===== src/rtl/reg_file_loader.sv =====
// Byte-stream loader for the program/constant register file: packs DW/8 bytes
// MSB-first into one word and writes it at auto-incrementing addresses.
module reg_file_loader #(
    parameter int AW = 8,
    parameter int DW = 48
) (
    input  logic          clk_i,
    input  logic          reset_i,
    input  logic          start_i,
    input  logic [AW-1:0] base_addr_i,
    input  logic [AW:0]   word_count_i,
    input  logic [7:0]    byte_in_i,
    input  logic          byte_valid_i,
    output logic          byte_ready_o,
    output logic [AW-1:0] write_addr_o,
    output logic [DW-1:0] write_data_o,
    output logic          write_en_o,
    output logic          busy_o,
    output logic          done_o
);

    localparam int            BPW       = DW / 8;
    localparam int            CW        = (BPW > 1) ? $clog2(BPW) : 1;
    localparam logic [CW-1:0] LAST_BYTE = CW'(BPW - 1);
    localparam logic [AW:0]   ONE_WORD  = (AW+1)'(1);

    typedef enum logic [1:0] {
        IDLE,
        COLLECT,
        WRITE,
        DONE
    } state_e;

    state_e        state_q,      state_d;
    logic [AW-1:0] addr_q,       addr_d;
    logic [AW:0]   remaining_q,  remaining_d;
    logic [CW-1:0] byte_cnt_q,   byte_cnt_d;
    logic [DW-1:0] assembly_q,   assembly_d;
    logic [AW-1:0] write_addr_q, write_addr_d;
    logic [DW-1:0] write_data_q, write_data_d;

    // NOTE: every signal driven here gets a default first so no path leaves
    // it unassigned; an unassigned path would infer a latch.
    always_comb begin
        state_d      = state_q;
        addr_d       = addr_q;
        remaining_d  = remaining_q;
        byte_cnt_d   = byte_cnt_q;
        assembly_d   = assembly_q;
        write_addr_d = write_addr_q;
        write_data_d = write_data_q;
        byte_ready_o = 1'b0;
        write_en_o   = 1'b0;
        busy_o       = 1'b0;
        done_o       = 1'b0;

        case (state_q)
            IDLE: begin
                if (start_i) begin
                    addr_d      = base_addr_i;
                    remaining_d = word_count_i;
                    state_d     = (word_count_i == '0) ? DONE : COLLECT;
                end
            end

            COLLECT: begin
                busy_o       = 1'b1;
                byte_ready_o = 1'b1;
                if (byte_valid_i) begin
                    assembly_d = (assembly_q << 8) | DW'(byte_in_i);
                    if (byte_cnt_q == LAST_BYTE) begin
                        // Output registers load here so they hold steady
                        // outside WRITE, with write_en_o as the only qualifier.
                        byte_cnt_d   = '0;
                        write_addr_d = addr_q;
                        write_data_d = assembly_d;
                        state_d      = WRITE;
                    end else begin
                        byte_cnt_d = byte_cnt_q + 1'b1;
                    end
                end
            end

            WRITE: begin
                busy_o      = 1'b1;
                write_en_o  = 1'b1;
                addr_d      = addr_q + 1'b1;
                remaining_d = remaining_q - 1'b1;
                state_d     = (remaining_q == ONE_WORD) ? DONE : COLLECT;
            end

            DONE: begin
                done_o  = 1'b1;
                state_d = IDLE;
            end

            default: state_d = IDLE;
        endcase
    end

    // NOTE: sequential state uses non-blocking assignments so every register
    // samples its pre-edge value regardless of statement order.
    always_ff @(posedge clk_i) begin
        if (reset_i) begin
            state_q      <= IDLE;
            addr_q       <= '0;
            remaining_q  <= '0;
            byte_cnt_q   <= '0;
            assembly_q   <= '0;
            write_addr_q <= '0;
            write_data_q <= '0;
        end else begin
            state_q      <= state_d;
            addr_q       <= addr_d;
            remaining_q  <= remaining_d;
            byte_cnt_q   <= byte_cnt_d;
            assembly_q   <= assembly_d;
            write_addr_q <= write_addr_d;
            write_data_q <= write_data_d;
        end
    end

    assign write_addr_o = write_addr_q;
    assign write_data_o = write_data_q;

    // Write strobe and completion pulse are exclusive single-cycle events.
    assert property (@(posedge clk_i) disable iff (reset_i) !(write_en_o && done_o));
    assert property (@(posedge clk_i) disable iff (reset_i) write_en_o |=> !write_en_o);

endmodule


===== config.mk =====
export PLATFORM = sky130hd
export DESIGN_NAME = reg_file_loader
export DESIGN_NICKNAME = d
export VERILOG_FILES = /design/src/rtl/reg_file_loader.sv
export SDC_FILE = /design/constraint.sdc
export NUM_CORES = 1
export LEC_CHECK = 0
export ABC_AREA = 1
export CAP_MARGIN = 30
export CORE_MARGIN = 5
export CORE_UTILIZATION = 45
export CTS_CLUSTER_SIZE = 12
export DETAILED_ROUTE_END_ITERATION = 10
export GPL_TIMING_DRIVEN = 0
export HOLD_SLACK_MARGIN = 0.05
export PLACE_DENSITY = 0.71
export SKIP_CTS_REPAIR_TIMING = 1
export SLEW_MARGIN = 20
export SYNTH_ARGS = -nofsm -noshare
export SYNTH_HDL_FRONTEND = slang
export SYNTH_SLANG_ARGS = --single-unit

===== constraint.sdc =====
create_clock -name clk_i -period 4.45 [get_ports clk_i]
set_input_delay 1.335 -clock clk_i [delete_from_list [all_inputs] [get_ports clk_i]]
set_output_delay 1.335 -clock clk_i [all_outputs]
set_load 0.02 [all_outputs]

Yosys cells after proc, flatten, opt, wreduce, memory -nomap -nowiden --
Cells that the tools add are included.
Cells by class: $add $sub $neg 3, $mul 0, div/mod/pow operators 0, magnitude comparators 0, equal/unequal tests 8, shift-type cells 0, muxes and demuxes 15, bitwise logic cells 1, reduce and logical (&&, ||, !) cells 8
Operator list (count):
- bitwise OR 48 x 8 -> 48 bit | 1
- case mux 9 bit (2 select lines) | 1
- case mux 8 bit (2 select lines) | 1
- two-way mux 2 bit | 5
- == test 9 x 1 -> 1 bit, second input constant | 1
- logical NOT 9 bit | 1
- two-way mux 9 bit | 1
- subtractor 9 x 1 -> 9 bit, second input constant | 1
- adder 8 x 1 -> 8 bit, second input constant | 1
- two-way mux 8 bit | 1
- case mux 2 bit (4 select lines) | 1
- != test 2 bit, second input constant | 3
- AND reduction 3 bit | 2
- == test 2 bit, second input constant | 2
- two-way mux 1 bit | 4
- AND reduction 2 bit | 2
- adder 3 x 1 -> 3 bit, second input constant | 1
- == test 3 bit, second input constant | 1
- two-way mux 3 bit | 1
- == test 2 x 1 -> 1 bit, second input constant | 1
- logical NOT 2 bit | 1
- nonzero test 2 bit | 1
- OR reduction 2 bit | 1
Word-level totals: bits in registers 118, latch bits 0, bits in writable memories 0, bits in read-only memories 0, output and inout port bits 60, logic and storage cells 42, memories 0

Longest topological paths before layout --
depth in word-level cells 4, depth in mapped cells 9

Least setup slack after synthesis --
OpenSTA, ideal clock, no wires.
path type input-to-reg, start input byte_valid_i, end register write_addr_q[1], in the netlist write_addr_o[1], arrival 2.056 ns, slack 2.278 ns, cell stages on the path 7, path buffers 2, cell sequence nand2_2 -> nor2_4 -> inv_2 -> buf_6 -> buf_6 -> nor2_2 -> nor2_1
On the way: cells in the longest elaborated chain, start to end 1
RTL lines:
- start: declaration | RTL line 13 | input logic byte_valid_i,
- AND reduction 3 bit (no source line)
- end signal: assignment | RTL line 118 | write_addr_q <= write_addr_d;
- end: declaration | RTL line 39 | logic [AW-1:0] write_addr_q, write_addr_d;
No other way between the ends. A chain may end at the register's enable or synchronous reset.

Worst setup path after layout --
start register state_q[0], end output write_en_o
On the way: cells in the longest elaborated chain, start to end 2
RTL lines:
- start: declaration | RTL line 34 | state_e state_q, state_d;
- start signal: assignment | RTL line 113 | state_q <= state_d;
- == test 2 bit | RTL line 57 | case (state_q)
- two-way mux 1 bit | RTL line 57
- end: declaration | RTL line 17 | output logic write_en_o,
No other way between the ends.

==> impl.org <==
** Floorplan
- Core Box Area :: 10230 µm²
- For this configuration, the core starts out at a cell density of 0.4564.
- For this design the top-level I/O count stands at 89.
- # rows :: 37
- From left edge to right edge, the die measures 111.9 µm.
- The floorplan step defined a die boundary enclosing 12510 µm².
- The die is 111.9 µm tall.

** Clocking
- Cell chosen for the clock root :: sky130_fd_sc_hd__clkbuf_8
- Clock tree synthesis inserted a total of 17 buffers.
- After clock tree synthesis, the clock-pin slew on the worst setup and hold paths is roughly 0.060 ns.
- Insertion delay to the later sink of the worst-skew pair :: 0.51 ns
- H-tree levels :: 4
- The clock drives 118 sinks.
- The longest clock path from root to sink contains 2 buffers.
- Clock tree from TritonCTS :: done

** Placed design
- IO Port Bufs :: ~90
- Placed wire-length estimate :: just under 9000 µm
- Prior to clock tree synthesis, the placed netlist has a worst setup slack of 1.393 ns.
- Routability cong. :: about 0.89
- In this run the cell area measured after placement is 5720 µm².
- After detailed placement, the design holds a cell count of 855.

** Critical path
- STA classifies the critical path endpoint as an output pin.
- The worst register-to-register path ends at write_data_o[36].
- Measured in cells, the most critical reg-to-reg path has a length of 8.
- Kind of critical path :: reg -> out
- Req. time, crit path :: ~3.1 ns
- In this run the worst setup path terminates at write_en_o.
- Of all nets on the critical path, the largest fanout is 7.
- Launching element type of the critical path :: flop
- The worst register-to-register path begins at state_q[1].
- For the worst setup path, the data arrival time is 1.93 ns.
- In this run the register-to-register setup slack is between 2 and 3 ns.
- The most critical setup path has its startpoint at state_q[0].

** Global route
- The initial antenna violation count is 0.
- Pin count of the biggest net entering global routing :: 17
- The total overflow left after global routing is 0.
- Global-route wire length before repair :: 20590 µm
- For this run, the total global-route usage over all layers was measured as 0.2013.
- Via count of the first global-routing pass :: 4369

** Routing
- The first routing iteration left slightly above 300 violations.
- The routed layout has 4482 vias.
- After detailed routing, the number of remaining DRC violations is 0.
- Post-Route WL :: 12330 µm
- Average wire length per cell after detail routing :: 13.91 µm
- Detailed-router iteration count before antenna repair :: 6
- Via count normalized by instance count :: 5.053
- Once detail routing completed, the nets flagged for antenna violations numbered 0.

** Logic synthesis
- By area the synthesized netlist is led by sky130_fd_sc_hd__dfxtp_1 (51%), sky130_fd_sc_hd__nor2_1 (16%), sky130_fd_sc_hd__o21ai_0 (12%), sky130_fd_sc_hd__nand2_1 (4.0%), sky130_fd_sc_hd__a21oi_1 (2.6%).
- After synthesis, the mean cell area works out to roughly 7.4 µm².
- Cell count after synthesis :: ~630
- After synthesis, the share of flip-flops with an asynchronous set or reset is 0.
- Most frequent cell after synthesis :: sky130_fd_sc_hd__nor2_1
- During synthesis, Yosys emitted a total of 0 warnings.
- The mapped netlist covers 4669 µm².
- Post-synth net total :: ~670
- Flop and latch count out of synthesis :: 118
- The synthesized design contains 0 enable-type register cells.
- Top cell types by occurrence after synthesis :: sky130_fd_sc_hd__nor2_1 (201), sky130_fd_sc_hd__dfxtp_1 (118), sky130_fd_sc_hd__o21ai_0 (114)
- Of the post-synthesis cell area, the dominant cell type holds 0.5059.
- Distinct cells, synth :: 27
- Cell taking the most area after synthesis :: sky130_fd_sc_hd__dfxtp_1
- For this run, the register share of the synthesized area comes to 0.5059.
- Most used flip-flop cell after synthesis :: sky130_fd_sc_hd__dfxtp_1

** STA
- In this run the tightest slew margin relative to its limit is 0.6346.
- Count of endpoints failing setup in the final report :: 0
- The final number of max-transition violations is 0.
- Post-Route Hold Slack :: 0.4707 ns
- Adding up every negative setup slack in the final design gives 0 ns.
- For the pin with the worst max-slew slack, the measured transition is 0.5480 ns.
- Of the available clock period, the critical path in the final layout requires 0.7333.
- The total count of hold-check failures in the final report was 0.
- For this run, the top clock speed supported by timing is 0.3065 GHz.
- Min Clock Period, post-route :: 3.263 ns
- Setup skew after layout :: 0.01251 ns
- After layout, the worst setup slack is 1.187 ns.
- RSZ-0062 raised after global routing :: no

** Layout
- The finished cells cover 6294 µm².
- Fill cells in the final layout number 948.
- Number of diodes :: 0
- Measured on the finished design, the core utilization comes to 0.6151.
- Final cell count without fillers :: around 900
- In the final layout, the share of cells above drive strength 1 is 0.08256.
- Area Growth Syn to Fin :: 34.78%
- For this run, the post-layout net count is 775.

** Run status
- Result of the run :: complete, no violations

** Run
- The tool flagged a number of max-cap violations equal to 0.

** Pwr
- The completed layout was analyzed and its total power is 3.548 mW.
- The worst-case IR drop observed on VDD is 0.3655 mV.
- Dividing total power by cell area gives a power density of 563.7 nW/µm².
- Static Leakage :: 2.681 nW

** Worst hold path
- The worst hold path belongs to the class reg -> reg.
## area by class of cell
| class | instances | area, µm² | share of cell area |
|---|---|---|---|
| Tap cell | 136 | 170.2 | 0.02704 |
| Timing Repair Buffer | 88 | 880.8 | 0.1400 |
| Inverter | 32 | 120.1 | 0.01909 |
| Multi-Input combinational cell | 443 | 2013 | 0.3199 |
| Sequential cell | 118 | 2362 | 0.3753 |
| Clock inverter | 9 | 126.4 | 0.02008 |
| Buffer | 38 | 173.9 | 0.02763 |
| Clock buffer | 23 | 446.7 | 0.07097 |
## layout by cell type, fill, tap and decap left out, types with 8 or more instances in the layout
cell,instances
sky130_fd_sc_hd__a21oi_1,24
sky130_fd_sc_hd__buf_2,12
sky130_fd_sc_hd__clkbuf_1,27
sky130_fd_sc_hd__clkbuf_16,16
sky130_fd_sc_hd__clkdlybuf4s50_1,88
sky130_fd_sc_hd__dfxtp_1,118
sky130_fd_sc_hd__ha_1,8
sky130_fd_sc_hd__inv_1,29
sky130_fd_sc_hd__nand2_1,50
sky130_fd_sc_hd__nand3_1,9
sky130_fd_sc_hd__nor2_1,201
sky130_fd_sc_hd__nor2_2,10
sky130_fd_sc_hd__o21ai_0,114
## report_power, final
group | total (mW) | internal [mW] | switching, mW | leakage (nW)
Combinational | 0.876 | 0.316 | 0.560 | 1.44
Clock | 1.32 | 0.864 | 0.457 | 0.280
Sequential | 1.35 | 1.22 | 0.127 | 0.959
## cell families (layout without fill, tap and decap cells)
| group | count (synthesis) | in the layout | synth area share |
|---|---|---|---|
| and+or+nand+nor | 282 | 282 | 0.2420 |
| AOI/OAI and AO/OA | 153 | 153 | 0.1677 |
| DFF | 118 | 118 | 0.5059 |
| buffers and inverters | 70 | 190 | 0.06297 |
| adders and majority gates | 8 | 8 | 0.02144 |
## layer usage
layer | GRT usage | routed length [µm] | up-vias
met5 | 0 | 0 | -
met4 | 0.06407 | 107 | 0
met3 | 0.05707 | 833 | 9
met2 | 0.3257 | 5770 | 129
met1 | 0.2603 | 5622 | 2092
li1 | - | - | 2252
## worst min path at each step
stage | start | to | slack [ns] | cells after the start
after floorplan | remaining_q[5] | remaining_q[5] | 0.44 | 2
after global placement | remaining_q[5] | remaining_q[5] | 0.45 | 2
after detailed placement | remaining_q[7] | remaining_q[7] | 0.46 | 2
after CTS | remaining_q[7] | remaining_q[7] | 0.47 | 2
after global routing | remaining_q[7] | remaining_q[7] | 0.48 | 2
final | remaining_q[7] | remaining_q[7] | 0.47 | 2
## sequential cells by signal, indices dropped and copies added (netlist names)
| name | flops |
|---|---|
| write_data_o | 48 |
| assembly_q | 40 |
| addr_q | 8 |
| state_q | 2 |
| remaining_q | 9 |
| write_addr_o | 8 |
| byte_cnt_q | 3 |
## critical path, stage by stage, from the launching register on
cell                              delay, ns
sky130_fd_sc_hd__dfxtp_1               0.33
sky130_fd_sc_hd__inv_1                 0.12
sky130_fd_sc_hd__ha_1                  0.32
sky130_fd_sc_hd__clkdlybuf4s50_1       0.66
Note: power is estimated with default switching activity, not from simulation.
